===== src/rtl/sst_reg_sequencer.sv =====
// rtl/sst_reg_sequencer.sv - save-state sequencer walking the mapper sst register space
//
// Purpose: on start_save, reads the header register (map index) and then data
// registers 0..REG_CNT-2 over the sst bus and streams them out. On start_load,
// checks the header byte against the mapper's map index and then writes each
// host byte back into a register. Each write is held across two M2 falling
// edges so that at least one full M2 edge clocks it into the mapper.
//
// Ports:
//   clk, rst_n                 system clock, async active-low reset
//   i_start_save, i_start_load 1-cycle operation requests (save wins if both)
//   i_abort                    synchronous cancel of any running operation
//   i_m2_fall                  1-cycle pulse per CPU M2 falling edge (clk domain)
//   o_sst_act                  save-state bus active
//   o_sst_addr, o_sst_dato     register address / write data
//   o_sst_we_reg               register write strobe
//   i_sst_di                   register read data from the mapper
//   o_out_valid/o_out_data/i_out_ready   save byte stream
//   i_in_valid/i_in_data/o_in_ready      load byte stream
//   o_busy, o_done, o_err      status: running, completion pulse, sticky header mismatch
module sst_reg_sequencer #(
   parameter int REG_CNT = 128,
   parameter int RD_WAIT = 2
) (
   input  logic       clk,
   input  logic       rst_n,
   input  logic       i_start_save,
   input  logic       i_start_load,
   input  logic       i_abort,
   input  logic       i_m2_fall,
   output logic       o_sst_act,
   output logic [7:0] o_sst_addr,
   output logic [7:0] o_sst_dato,
   output logic       o_sst_we_reg,
   input  logic [7:0] i_sst_di,
   output logic       o_out_valid,
   output logic [7:0] o_out_data,
   input  logic       i_out_ready,
   input  logic       i_in_valid,
   input  logic [7:0] i_in_data,
   output logic       o_in_ready,
   output logic       o_busy,
   output logic       o_done,
   output logic       o_err
);

   localparam logic [7:0] HDR_ADDR = 8'(REG_CNT - 1);
   localparam logic [7:0] LAST_IDX = 8'(REG_CNT - 2);
   localparam logic [7:0] RD_LAST  = 8'(RD_WAIT);
   localparam logic [7:0] HDR_LAST = 8'(RD_WAIT - 1);

   typedef enum logic [2:0] {
      ST_IDLE, ST_S_RD, ST_S_OUT, ST_L_HDR, ST_L_IN, ST_L_WR, ST_FIN
   } state_t;

   state_t     r_state;
   logic [7:0] r_idx;
   logic [7:0] r_wait;
   logic       r_m2_seen;
   logic       r_sst_act;
   logic [7:0] r_sst_addr;
   logic [7:0] r_sst_dato;
   logic       r_sst_we_reg;
   logic       r_out_valid;
   logic [7:0] r_out_data;
   logic       r_in_ready;
   logic       r_busy;
   logic       r_done;
   logic       r_err;

   always_ff @(posedge clk or negedge rst_n) begin
      if (!rst_n) begin
         r_state      <= ST_IDLE;
         r_idx        <= 8'h00;
         r_wait       <= 8'h00;
         r_m2_seen    <= 1'b0;
         r_sst_act    <= 1'b0;
         r_sst_addr   <= 8'h00;
         r_sst_dato   <= 8'h00;
         r_sst_we_reg <= 1'b0;
         r_out_valid  <= 1'b0;
         r_out_data   <= 8'h00;
         r_in_ready   <= 1'b0;
         r_busy       <= 1'b0;
         r_done       <= 1'b0;
         r_err        <= 1'b0;
      end else begin
         r_done <= 1'b0;
         if (i_abort && (r_state != ST_IDLE)) begin
            // An in-flight write is dropped before its second M2 edge, so the
            // mapper never commits it.
            r_state      <= ST_IDLE;
            r_sst_act    <= 1'b0;
            r_sst_we_reg <= 1'b0;
            r_out_valid  <= 1'b0;
            r_in_ready   <= 1'b0;
            r_busy       <= 1'b0;
         end else begin
            case (r_state)
               ST_IDLE: begin
                  if (i_start_save || i_start_load) begin
                     r_state    <= i_start_save ? ST_S_RD : ST_L_HDR;
                     r_sst_addr <= HDR_ADDR;
                     r_wait     <= 8'h00;
                     r_sst_act  <= 1'b1;
                     r_busy     <= 1'b1;
                     r_err      <= 1'b0;
                  end
               end
               ST_S_RD: begin
                  // Address has been stable RD_WAIT cycles once r_wait hits RD_LAST.
                  if (r_wait == RD_LAST) begin
                     r_out_data  <= i_sst_di;
                     r_out_valid <= 1'b1;
                     r_state     <= ST_S_OUT;
                  end else begin
                     r_wait <= r_wait + 8'h01;
                  end
               end
               ST_S_OUT: begin
                  if (i_out_ready) begin
                     r_out_valid <= 1'b0;
                     r_wait      <= 8'h00;
                     if (r_sst_addr == HDR_ADDR) begin
                        r_idx      <= 8'h00;
                        r_sst_addr <= 8'h00;
                        r_state    <= ST_S_RD;
                     end else if (r_idx < LAST_IDX) begin
                        r_idx      <= r_idx + 8'h01;
                        r_sst_addr <= r_idx + 8'h01;
                        r_state    <= ST_S_RD;
                     end else begin
                        r_done  <= 1'b1;
                        r_state <= ST_FIN;
                     end
                  end
               end
               ST_L_HDR: begin
                  // in_ready rises only after the header address has settled,
                  // so i_sst_di is valid whenever the header byte is accepted.
                  if (!r_in_ready) begin
                     if (r_wait == HDR_LAST) begin
                        r_in_ready <= 1'b1;
                     end else begin
                        r_wait <= r_wait + 8'h01;
                     end
                  end else if (i_in_valid) begin
                     if (i_in_data == i_sst_di) begin
                        r_idx   <= 8'h00;
                        r_state <= ST_L_IN;
                     end else begin
                        r_err      <= 1'b1;
                        r_sst_act  <= 1'b0;
                        r_busy     <= 1'b0;
                        r_in_ready <= 1'b0;
                        r_state    <= ST_IDLE;
                     end
                  end
               end
               ST_L_IN: begin
                  if (i_in_valid) begin
                     r_sst_dato   <= i_in_data;
                     r_sst_addr   <= r_idx;
                     r_sst_we_reg <= 1'b1;
                     r_in_ready   <= 1'b0;
                     r_m2_seen    <= 1'b0;
                     r_state      <= ST_L_WR;
                  end
               end
               ST_L_WR: begin
                  // The first M2 fall may belong to an M2 cycle that started
                  // before the strobe rose; only the second one is complete.
                  if (i_m2_fall) begin
                     if (!r_m2_seen) begin
                        r_m2_seen <= 1'b1;
                     end else begin
                        r_sst_we_reg <= 1'b0;
                        if (r_idx == LAST_IDX) begin
                           r_done  <= 1'b1;
                           r_state <= ST_FIN;
                        end else begin
                           r_idx      <= r_idx + 8'h01;
                           r_in_ready <= 1'b1;
                           r_state    <= ST_L_IN;
                        end
                     end
                  end
               end
               ST_FIN: begin
                  r_sst_act <= 1'b0;
                  r_busy    <= 1'b0;
                  r_state   <= ST_IDLE;
               end
               default: begin
                  r_state <= ST_IDLE;
               end
            endcase
         end
      end
   end

   assign o_sst_act    = r_sst_act;
   assign o_sst_addr   = r_sst_addr;
   assign o_sst_dato   = r_sst_dato;
   assign o_sst_we_reg = r_sst_we_reg;
   assign o_out_valid  = r_out_valid;
   assign o_out_data   = r_out_data;
   assign o_in_ready   = r_in_ready;
   assign o_busy       = r_busy;
   assign o_done       = r_done;
   assign o_err        = r_err;

endmodule


===== config.mk =====
export PLATFORM = sky130hd
export DESIGN_NAME = sst_reg_sequencer
export DESIGN_NICKNAME = d
export VERILOG_FILES = /design/src/rtl/sst_reg_sequencer.sv
export SDC_FILE = /design/constraint.sdc
export NUM_CORES = 1
export LEC_CHECK = 0
export BUFFER_PORTS_ARGS = -buffer_cell sky130_fd_sc_hd__clkbuf_2
export CAP_MARGIN = 20
export CORE_MARGIN = 4
export CORE_UTILIZATION = 45
export DETAILED_ROUTE_END_ITERATION = 8
export HOLD_SLACK_MARGIN = 0.1
export MAX_ROUTING_LAYER = met4
export PLACE_DENSITY = 0.67
export SLEW_MARGIN = 10
export SYNTH_ARGS = -nofsm -noshare
export SYNTH_HDL_FRONTEND = slang
export SYNTH_SLANG_ARGS = --single-unit

===== constraint.sdc =====
create_clock -name clk -period 2.95 [get_ports clk]
set_input_delay 0.7375 -clock clk [delete_from_list [all_inputs] [get_ports clk]]
set_output_delay 0.7375 -clock clk [all_outputs]
set_load 0.01 [all_outputs]

After elaboration in Yosys (flattened, before gate mapping)
Index checks and enable logic that the tools add are counted.
W data, S select, Z words.
{"block": "op_classes", "n_addsub": 2, "magnitude_cmp": 1, "eq_ne": 35, "n_mux": 74, "bitwise": 1, "reduce_logical": 25}
{"cell": "$mux W8", "n": 16}
{"cell": "$pmux W8 S3", "n": 2}
{"cell": "$mux W3", "n": 12}
{"cell": "$mux W1", "n": 33}
{"cell": "$ne A3 B3 Y1 const B", "n": 11}
{"cell": "$pmux W8 S4", "n": 1}
{"cell": "$ne A2 B2 Y1 const B", "n": 13}
{"cell": "$pmux W3 S6", "n": 1}
{"cell": "$add A8 B1 Y8 const B", "n": 2}
{"cell": "$eq A8 B7 Y1 const B", "n": 2}
{"cell": "$reduce_bool A3 Y1", "n": 5}
{"cell": "$reduce_and A6 Y1", "n": 2}
{"cell": "$reduce_bool A4 Y1", "n": 3}
{"cell": "$pmux W1 S2", "n": 5}
{"cell": "$reduce_and A10 Y1", "n": 1}
{"cell": "$reduce_and A5 Y1", "n": 2}
{"cell": "$eq A3 B3 Y1 const B", "n": 3}
{"cell": "$reduce_and A3 Y1", "n": 3}
{"cell": "$eq A8 B1 Y1 const B", "n": 1}
{"cell": "$eq A8 B2 Y1 const B", "n": 1}
{"cell": "$eq A8 B8 Y1", "n": 1}
{"cell": "$lt A8 B7 Y1 const B", "n": 1}
{"cell": "$reduce_and A4 Y1", "n": 2}
{"cell": "$reduce_and A8 Y1", "n": 1}
{"cell": "other kinds (10)", "n": 14}
{"block": "totals", "register_bits": 50, "input_bits": 24}

Longest topological paths before layout
Gate-level depths: netlist of run 1.
{"block": "depth", "ltp_word": 6, "ltp_mapped": 8}

Least setup slack after synthesis of run 1
No wires, ideal clock.
{"block": "synth_timing", "kind": "input port to flip-flop", "startpoint": "in i_sst_di[7]", "endpoint": "reg r_idx[0]", "setup_ns": 0.125, "arrival_time_ns": 2.251, "path_slack_ns": 0.574, "path_stages": 6, "cell_sequence": "xor2_1 > nor4_2 > a211oi_1 > or3_1 > buf_6 > mux2_4"}
{"block": "synth_between", "elab_chain_cells": 3}
{"item": "start: declaration", "line_no": "35", "rtl": "input logic [7:0] i_sst_di,"}
{"item": "$eq A8 B8 Y1", "line_no": "148", "rtl": "if (i_in_data == i_sst_di) begin"}
{"item": "$ne A2 B2 Y1 (no line)"}
{"item": "$reduce_and A10 Y1 (no line)"}
{"item": "end signal: assignment", "line_no": "129", "rtl": "r_idx <= r_idx + 8'h01;"}
{"item": "end signal: assignment", "line_no": "182", "rtl": "r_idx <= r_idx + 8'h01;"}
{"item": "end: declaration", "line_no": "57", "rtl": "logic [7:0] r_idx;"}
Every way passes these cells.
A chain may end at the register's enable or synchronous reset.

Final worst setup path of run 1
{"block": "layout_timing", "startpoint": "reg r_state[2]", "endpoint": "reg r_idx[5]"}
{"block": "layout_between", "elab_chain_cells": 4, "elab_cells_between_ends": 17}
{"item": "start: declaration", "line_no": "56", "rtl": "state_t r_state;"}
{"item": "start signal: assignment", "line_no": "102", "rtl": "r_state <= i_start_save ? ST_S_RD : ST_L_HDR;"}
{"item": "parallel branches: the longest is 4 deep, another holds $reduce_and A10 Y1"}
Parallel ways; which one is timed is not known.

==> flow_summary.ini, run 1 <==
[status]
run_status = finished clean

[detailed_routing]
num_vias = 2552
drt_first_pass_iters = 4
drt_drc_violations_left = 0
antenna_left = 0
post_drt_via_cell_ratio = 5.93
detail_route.wirelength_um = 7220
first_iter_violations = 199
post_drt_wl_per_cell_um = 16.8

[floorplan]
core-area_sq_um = 6420
pin_count = 55
floorplan.die.height_um = 89.9
starting_utilization_of_the_core_area_pct = 47.0
placement_rows = 29
die_x_um = 89.9
fp.dieArea_sq_um = 8080

[clock_tree]
cts.clk_slew.worst_paths_ns = 0.10
cts.sinks = 50
cts_hold_buf = 0
cts.root.buffer_cell = clkbuf_8
number_of_cells_upsized_or_downsized_after_cts = 0
cts_max_path_buffers = 2
cts_max_level = 2
clock_insertion_delay_worst_skew_ns = 0.30
cts-buffers-inserted = 5
postCtsSetupRepairBufs = 0
tritoncts = yes

[finish]
postLayoutCellArea_sq_um = 3500
multi_input_comb_area_sq_um = 1650
antenna_cells = 0
area.sequential_sq_um = 1250
fillers = 575
final_core_util_pct = 54.4
fin_nets = 381
syn2layout_area_growth_pct = 15.9
drive_above_1_share_pct = 33.4

[power_and_ir_drop]
power.switching_mw = 1.20
power_frac_seq_pct = 36.0
p_sw_share_pct = 41.6
power_density_nw_per_um2 = 825
static-leakage-power_nw = 1.65
combinationalPowerShare_pct = 46.9
power.internal_mw = 1.69
worst_voltage_drop_across_the_vdd_grid_mv = 0.442
fin_total_pwr_mw = 2.88
clockPowerShare_pct = 17.1

[global_routing]
first_global_vias = 2536
antenna_found_initial = 0
grt_util_all_layers_pct = 18.5
grt_start_max_net_pins = 30
grt_overflow_total = 0
grt_first_pass_wirelength_um = 12100

[timing]
maxSlewViolCount = 0
worst-slew-pin-transition_ns = 0.719
clock-skew-final_ns = 0.00666
maxSlewHeadroom_pct = 52.1
timing.final.crit_period_ns = 2.55
fmax_ghz = 0.392
final-setup-viol-count = 0
share_of_the_clock_period_used_by_the_worst_path_after_layout_pct = 86.5
grt_setup_unrepaired = no
totalNegativeSetupSlack_ns = 0
final_hold_viol_count = 0

[job]
cap_viol_max_count = 0

[yosys]
netlist_instances = 295
ys_ff_latch = 50
avgSynthCellArea_sq_um = 10.2
ys.warnings.count = 0
synth_cell_types = 58
synthFlopType = dfrtp_1
postSynthNetCount = 324
synth_edf_count = 0
synth_async_sr_flop_share_pct = 100
sequential_to_total_area_share_from_yosys_stat_pct = 41.5
netlist_area_sq_um = 3020

[placement]
place_hpwl_um = 5470
buffer_ports.inserted = 54
gpl.final_weighted_congestion = 0.906
placed_area_sq_um = 3380

[setup_path]
timing.critical_path.from_type = register
worst_ep_arrival_time_ns = 2.74
worst-path-max-fanout = 17
critical_path_required_ns = 3.14
worst_setup_path_end_kind = register
crit_type = register to register

[min_path]
hold_path_class = input port to asynchronous set/reset pin
==> cells in the mapped netlist (2+ instances only) <==
master	instances	area, sq um
a31oi_1	5	31.3
nor2_1	14	52.6
mux2_2	24	270
ha_1	5	62.6
nand3_1	11	55.1
nand4_1	2	12.5
o41ai_2	3	48.8
o21bai_1	2	15.0
inv_1	9	33.8
a21boi_0	6	45.0
nand2_1	19	71.3
mux2_4	4	60.1
nand2b_1	6	37.5
o31ai_1	11	82.6
and3_1	3	18.8
nor4_2	3	37.5
dfrtp_1	50	1250
buf_2	6	30.0
xnor2_1	3	26.3
o221ai_1	3	26.3
a21oi_1	9	45.0
a21o_1	6	45.0
o211ai_1	7	52.6
o41ai_1	4	35.0
o22ai_1	4	25.0
nor2b_1	5	31.3
o21ai_0	12	60.1
or3_1	5	31.3
xor2_1	10	87.6
buf_6	2	22.5
nor3_1	8	40.0
or2_2	4	25.0
clkbuf_1	5	18.8
==> metal layers <==
| metal | vias to the layer above | routed length [um] | global-route usage [%] |
|---|---|---|---|
| li1 | 1221 | - | - |
| met5 | - | 0 | - |
| met2 | 87 | 3360 | 28.8 |
| met4 | 0 | 74 | 5.23 |
| met3 | 8 | 467 | 3.09 |
| met1 | 1236 | 3310 | 25.0 |
==> area by class of cell <==
type	count	area share [%]
tap	77	2.76
clock inverter	3	1.25
multi-input combinational	221	47.2
clock buffer	5	1.97
timing repair buffer	65	10.1
inverter	9	0.966
sequential	50	35.8
==> critical path, stage by stage, from the launching register on <==
cell and delay (ns):
dfrtp_1 0.66, nand3b_1 0.20, or4_1 0.61, o21ai_2 0.18
or3_1 0.45, mux2_4 0.34
==> metrics by stage <==
| stage | hold WS [ns] | setup WS, ns | cells |
|---|---|---|---|
| final | 0.464 | 0.398 | 430 |
| after detailed placement | 0.494 | 0.261 | 422 |
| after CTS | 0.512 | 0.430 | 430 |
| after global routing | 0.524 | 0.292 | 430 |
| after global placement | 0.489 | 0.338 | 422 |
| after floorplan | 0.442 | 0.574 | 295 |
==> worst paths after layout <==
| path | startpoint | end | slack, ns | cells after the start |
|---|---|---|---|---|
| min in group clk | o_sst_dato[0] | o_sst_dato[0] | 0.52 | 1 |
| max in group asynchronous | rst_n | r_idx[7] | 1.73 | 2 |
| min reg2reg | o_sst_dato[0] | o_sst_dato[0] | 0.52 | 1 |
| max reg2reg | r_state[2] | r_idx[5] | 0.40 | 5 |
| min | rst_n | r_wait[7] | 0.46 | 1 |
| max | r_state[2] | r_idx[5] | 0.40 | 5 |
==> kinds of logic (layout without fill, tap and decap cells) <==
kind of cell	after synthesis	in the layout	synth area share [%]
and+or+nand+nor	90	90	16.9
AOI/OAI and AO/OA	84	84	20.7
DFF	50	50	41.5
muxes	29	29	11.3
buffers and inverters	24	82	3.86
xor gates and xnor gates	13	13	3.77
adders and majority gates	5	5	2.07
==> cell usage in the layout (no fill, tap or decap), types with 2 or more instances in the layout <==
master and n:
clkbuf_2 54, dfrtp_1 50, mux2_2 24, nand2_1 19
nor2_1 14, o21ai_0 12, o31ai_1 11, nand3_1 11
buf_4 11, xor2_1 10, inv_1 9, a21oi_1 9
nor3_1 8, o211ai_1 7, nand2b_1 6, a21o_1 6
a21boi_0 6, nor2b_1 5, a31oi_1 5, or3_1 5
ha_1 5, clkbuf_8 5, or2_2 4, o22ai_1 4
mux2_4 4, o41ai_1 4, and3_1 3, nor4_2 3
xnor2_1 3, o41ai_2 3, o221ai_1 3, nand4_1 2
o21bai_1 2
==> power groups by stage <==
stage               combinational [mW]  clock, mW  sequential [mW]
floorplan                        0.948          0             1.03
global placement                  1.33          0             1.04
detailed placement                1.34          0             1.05
CTS                               1.35      0.507             1.04
global route                      1.49      0.533             1.07
finish                            1.35      0.493             1.04
Note: power is estimated with default switching activity, not from simulation.
==> inputs of run 2 (changes only) <==
--- a/config.mk
+++ b/config.mk
@@ -5,10 +5,12 @@
 export SDC_FILE = /design/constraint.sdc
 export NUM_CORES = 1
 export LEC_CHECK = 0
+export ABC_AREA = 1
 export BUFFER_PORTS_ARGS = -buffer_cell sky130_fd_sc_hd__clkbuf_2
 export CAP_MARGIN = 20
 export CORE_MARGIN = 4
 export CORE_UTILIZATION = 45
+export CTS_CLUSTER_SIZE = 10
 export DETAILED_ROUTE_END_ITERATION = 8
 export HOLD_SLACK_MARGIN = 0.1
 export MAX_ROUTING_LAYER = met4
==> constraint.sdc (replaced) <==
create_clock -name clk -period 2.57 [get_ports clk]
set_input_delay 0.6425 -clock clk [delete_from_list [all_inputs] [get_ports clk]]
set_output_delay 0.6425 -clock clk [all_outputs]
set_load 0.01 [all_outputs]
==> flow_summary.ini, run 2 <==
[status]
run_status = finished clean

[yosys]
sequential_to_total_area_share_from_yosys_stat_pct = 40.9
avgSynthCellArea_sq_um = 7.01
ys.warnings.count = 0
synth_top_cell_by_area = dfrtp_1
netlist_area_sq_um = 3060
ys_ff_latch = 50
synth_largest_type_area_fraction_pct = 40.9
netlist_instances = 437
synth_cell_types = 28
synth_async_sr_flop_share_pct = 100
synthFlopType = dfrtp_1
synth_edf_count = 0
post_synth_most_frequent_cells = nand2_1 (164), dfrtp_1 (50), inv_1 (48)
synth_area_leaders = dfrtp_1 (41%), nand2_1 (20%), inv_1 (5.9%)
postSynthNetCount = 466
synth.most_common_cell = nand2_1

[clock_tree]
postCtsSetupRepairBufs = 0
cts.clk_slew.worst_paths_ns = 0.09
cts_max_level = 2
clock_insertion_delay_worst_skew_ns = 0.30
cts_max_path_buffers = 2
cts_hold_buf = 0
number_of_cells_upsized_or_downsized_after_cts = 0
cts.root.buffer_cell = clkbuf_8
cts.sinks = 50
tritoncts = yes
cts-buffers-inserted = 5

[floorplan]
placement_rows = 29
die_x_um = 90.5
fp.dieArea_sq_um = 8190
pin_count = 55
starting_utilization_of_the_core_area_pct = 47.1
core-area_sq_um = 6490
floorplan.die.height_um = 90.5

[placement]
buffer_ports.inserted = 54
numPlacedInstances = 563
place_hpwl_um = 5680
pre_cts_ws_ns = 0.491
placed_area_sq_um = 3400
gpl.final_weighted_congestion = 0.888

[finish]
fin_nets = 522
postLayoutCellArea_sq_um = 3510
fillers = 629
mostFrequentLayoutCell = nand2_1
antenna_cells = 0
final_core_util_pct = 54.1
multi_input_comb_area_sq_um = 1590
finish.cell_count_without_fillers = 571
area.sequential_sq_um = 1250
syn2layout_area_growth_pct = 14.7
drive_above_1_share_pct = 17.2
commonest_cells_after_routing_fill_and_taps_aside = nand2_1 (164), clkbuf_2 (54), dfrtp_1 (50)

[power_and_ir_drop]
worst_voltage_drop_across_the_vdd_grid_mv = 0.379
static-leakage-power_nw = 1.96
power_density_nw_per_um2 = 944
fin_total_pwr_mw = 3.31

[global_routing]
antenna_found_initial = 0
first_global_vias = 2620
grt_util_all_layers_pct = 18.9
grt_first_pass_wirelength_um = 12600
grt_start_max_net_pins = 51
grt_overflow_total = 0

[setup_path]
timing.critical_path.from_type = register
worst_setup_path_startpoint = r_wait[0]
crit_type = register to register
critical-path-max-stage-delay_ns = 0.45
cp_slowest_cell = dfrtp_1
worst_setup_path_end_kind = register
cp_cell_sequence = inv_1 > ha_1 > nor3b_1 > nand3_1 > mux2_2
critical_path_required_ns = 2.76
worst-path-max-fanout = 13
worst_ep_arrival_time_ns = 2.18
worst_r2r_startpoint = r_wait[0]

[timing]
fmax_ghz = 0.504
maxSlewViolCount = 0
layout_setup_ws_ns = 0.587
finalHoldWorstSlack_ns = 0.437
worst-slew-pin-transition_ns = 0.622
clock-skew-final_ns = 0.00410
grt_setup_unrepaired = no
totalNegativeSetupSlack_ns = 0
maxSlewHeadroom_pct = 58.4
final_hold_viol_count = 0
share_of_the_clock_period_used_by_the_worst_path_after_layout_pct = 77.1
timing.final.crit_period_ns = 1.98
final-setup-viol-count = 0

[min_path]
hold_path_class = input port to asynchronous set/reset pin

[detailed_routing]
drt_first_pass_iters = 5
post_drt_wl_per_cell_um = 12.8
antenna_left = 0
num_vias = 2893
drt_drc_violations_left = 0
post_drt_via_cell_ratio = 5.07
detail_route.wirelength_um = 7330
first_iter_violations = 189

[job]
cap_viol_max_count = 0
run 2: cells by family (layout without fill, tap and decap cells):
family	after synthesis	in the layout	synth area share (%)
AO/OA/AOI/OAI	52	52	8.79
XOR/XNOR	8	8	2.29
adder cells (fa/ha/maj)	5	5	2.04
buffers and inverters	56	113	7.27
flip-flops	50	50	40.9
multiplexers	3	3	1.10
AND/OR/NAND/NOR	263	263	37.6
run 2: final cells by class:
cell class / instances / area share (%)
flip-flops and latches: 50 / 35.6
clock inverters: 2 / 1.07
clock buffers: 6 / 2.07
well taps: 77 / 2.74
multi-input cells: 331 / 45.2
inverters: 50 / 5.35
repair buffers: 55 / 7.91
run 2: worst paths after layout:
path	end	slack [ns]	cells past startpoint
max	o_out_data[2]	0.59	5
min	o_busy	0.44	2
max reg2reg	o_out_data[2]	0.59	5
min reg2reg	o_sst_dato[3]	0.49	2
max in group asynchronous	r_idx[2]	1.72	2
min in group clk	o_sst_dato[3]	0.49	2
run 2: routing by layer:
metal	wire, um	vias up	GRT usage, %
met5	0	-	-
li1	-	1491	-
met1	3810	1298	28.9
met4	80	0	3.95
met3	455	7	3.42
met2	2980	97	26.1
run 2: where the power goes:
| part | internal [mW] | switching [mW] | leakage (nW) | total [mW] |
|---|---|---|---|---|
| sequential | 1.03 | 0.244 | 0.657 | 1.27 |
| combinational | 0.531 | 0.954 | 1.26 | 1.48 |
| clock | 0.291 | 0.265 | 0.0514 | 0.556 |
| total | 1.85 | 1.46 | 1.96 | 3.31 |
run 2: critical path, delay by kind of cell, from the launching register on:
| family | cells | cell delay [ns] |
|---|---|---|
| adders and majority gates | 1 | 0.13 |
| buffers and inverters | 1 | 0.08 |
| DFF | 1 | 0.45 |
| muxes | 1 | 0.43 |
| and+or+nand+nor | 2 | 0.78 |
==> inputs of run 3 (changes only) <==
==> constraint.sdc (replaced) <==
create_clock -name clk -period 2 [get_ports clk]
set_input_delay 0.5 -clock clk [delete_from_list [all_inputs] [get_ports clk]]
set_output_delay 0.5 -clock clk [all_outputs]
set_load 0.01 [all_outputs]
==> flow_summary.ini, run 3 (same netlist as run 2, synthesis figures left out) <==
[timing]
maxSlewViolCount = 0
totalNegativeSetupSlack_ns = 0
clock-skew-final_ns = 0.00759
grt_setup_unrepaired = no
share_of_the_clock_period_used_by_the_worst_path_after_layout_pct = 91.0
fmax_ghz = 0.549
maxSlewHeadroom_pct = 62.2
finalHoldWorstSlack_ns = 0.162
final_hold_viol_count = 0
timing.final.crit_period_ns = 1.82
worst-slew-pin-transition_ns = 0.567
final-setup-viol-count = 0

[floorplan]
fp.dieArea_sq_um = 8190
placement_rows = 29
starting_utilization_of_the_core_area_pct = 47.1
floorplan.die.height_um = 90.5
pin_count = 55
die_x_um = 90.5
core-area_sq_um = 6490

[placement]
buffer_ports.inserted = 54
placed_area_sq_um = 3480
gpl.final_weighted_congestion = 0.958
place_hpwl_um = 5760

[setup_path]
r2r_end = r_idx[5]
worst_setup_path_end_kind = register
worst_setup_path_startpoint = r_state[0]
reg2reg_setup_slack_ns = 0.18
worst-path-max-fanout = 9
worst_r2r_startpoint = r_state[0]
timing.critical_path.from_type = register
critical_path_required_ns = 2.20
crit_type = register to register
worst_ep_arrival_time_ns = 2.02
rr_worst_depth = 10
crit_end = r_idx[5]

[finish]
commonest_cells_after_routing_fill_and_taps_aside = nand2_1 (164), clkbuf_2 (54), dfrtp_1 (50)
syn2layout_area_growth_pct = 16.8
drive_above_1_share_pct = 18.9
postLayoutCellArea_sq_um = 3580
fin_nets = 531
mostFrequentLayoutCell = nand2_1
antenna_cells = 0

[detailed_routing]
num_vias = 2956
first_iter_violations = 230
post_drt_via_cell_ratio = 5.10
detail_route.wirelength_um = 7470
antenna_left = 0
drt_drc_violations_left = 0
drt_first_pass_iters = 5
post_drt_wl_per_cell_um = 12.9

[clock_tree]
cts_hold_buf = 0
postCtsSetupRepairBufs = 0
cts_max_level = 2
cts_max_path_buffers = 2
clock_insertion_delay_worst_skew_ns = 0.31
cts.clk_slew.worst_paths_ns = 0.09
tritoncts = yes
cts.root.buffer_cell = clkbuf_8
cts-buffers-inserted = 5
cts.sinks = 50
number_of_cells_upsized_or_downsized_after_cts = 0

[power_and_ir_drop]
p_sw_share_pct = 44.7
clockPowerShare_pct = 14.7
power_density_nw_per_um2 = 1180
power.internal_mw = 2.34
power.switching_mw = 1.89
worst_voltage_drop_across_the_vdd_grid_mv = 0.456
power_frac_seq_pct = 37.9
fin_total_pwr_mw = 4.22
combinationalPowerShare_pct = 47.4
static-leakage-power_nw = 2.01

[global_routing]
grt_overflow_total = 0
grt_start_max_net_pins = 31
grt_util_all_layers_pct = 19.4
antenna_found_initial = 0
grt_first_pass_wirelength_um = 12900
first_global_vias = 2746

[status]
run_status = finished clean

[job]
cap_viol_max_count = 0

[min_path]
hold_path_class = input port to asynchronous set/reset pin
run 3: cell types whose count changed in the layout (fill, tap and decap cells not counted), sizes merged:
cell    change
buf         +9
bufinv      -1
clkinv      +1
run 3: layout make-up:
| cell class | count | area, sq um |
|---|---|---|
| multi-input cells | 331 | 1590 |
| inverters | 50 | 188 |
| repair buffers | 64 | 358 |
| clock inverters | 2 | 12.5 |
| flip-flops and latches | 50 | 1250 |
| well taps | 77 | 96.3 |
| clock buffers | 6 | 82.6 |
| fillers | 625 | 2920 |
run 3: critical path, cell delays in order, from the launching register on:
cell and delay (ns):
dfrtp_1 0.50, nor2_4 0.14, nand2_1 0.12, nand2_2 0.17, nand2_1 0.09, inv_2 0.11
nand3_2 0.10, nor2_4 0.20, nand2_2 0.15, nand2_1 0.09, nand2_1 0.05
run 3: power groups by stage:
stage	Combinational [mW]	Clock [mW]	Sequential, mW
6_report	2.00	0.621	1.60
5_1_grt	2.29	0.686	1.65
4_1_cts	2.01	0.641	1.60
3_5_place_dp	2.00	0	1.61
3_3_place_gp	1.98	0	1.61
2_1_floorplan	1.30	0	1.65
run 3: worst min path at each step:
stage	startpoint	to	slack, ns	cells past startpoint
5_1_grt	rst_n	r_wait[4]	0.20	1
2_1_floorplan	rst_n	o_busy	0.20	0
3_5_place_dp	o_err	o_err	0.46	2
3_3_place_gp	o_err	o_err	0.46	2
4_1_cts	rst_n	r_wait[4]	0.19	1
6_report	rst_n	r_wait[4]	0.16	1
run 3: stage by stage:
step | util, % | setup slack, ns | cells
2_1_floorplan | - | 0.431 | 437
3_3_place_gp | 53.6 | 0.218 | 572
3_5_place_dp | 53.6 | 0.220 | 572
4_1_cts | 55.1 | 0.201 | 580
5_1_grt | 55.1 | 0.0126 | 580
6_report | 55.1 | 0.180 | 580
run 3: metal layers:
layer / share of wire, % / routed length, um / GRT usage, %
met5: 0 / 0 / -
met4: 0.79 / 59 / 4.34
met3: 6.0 / 450 / 3.92
met2: 43 / 3210 / 28.8
met1: 50 / 3750 / 27.2
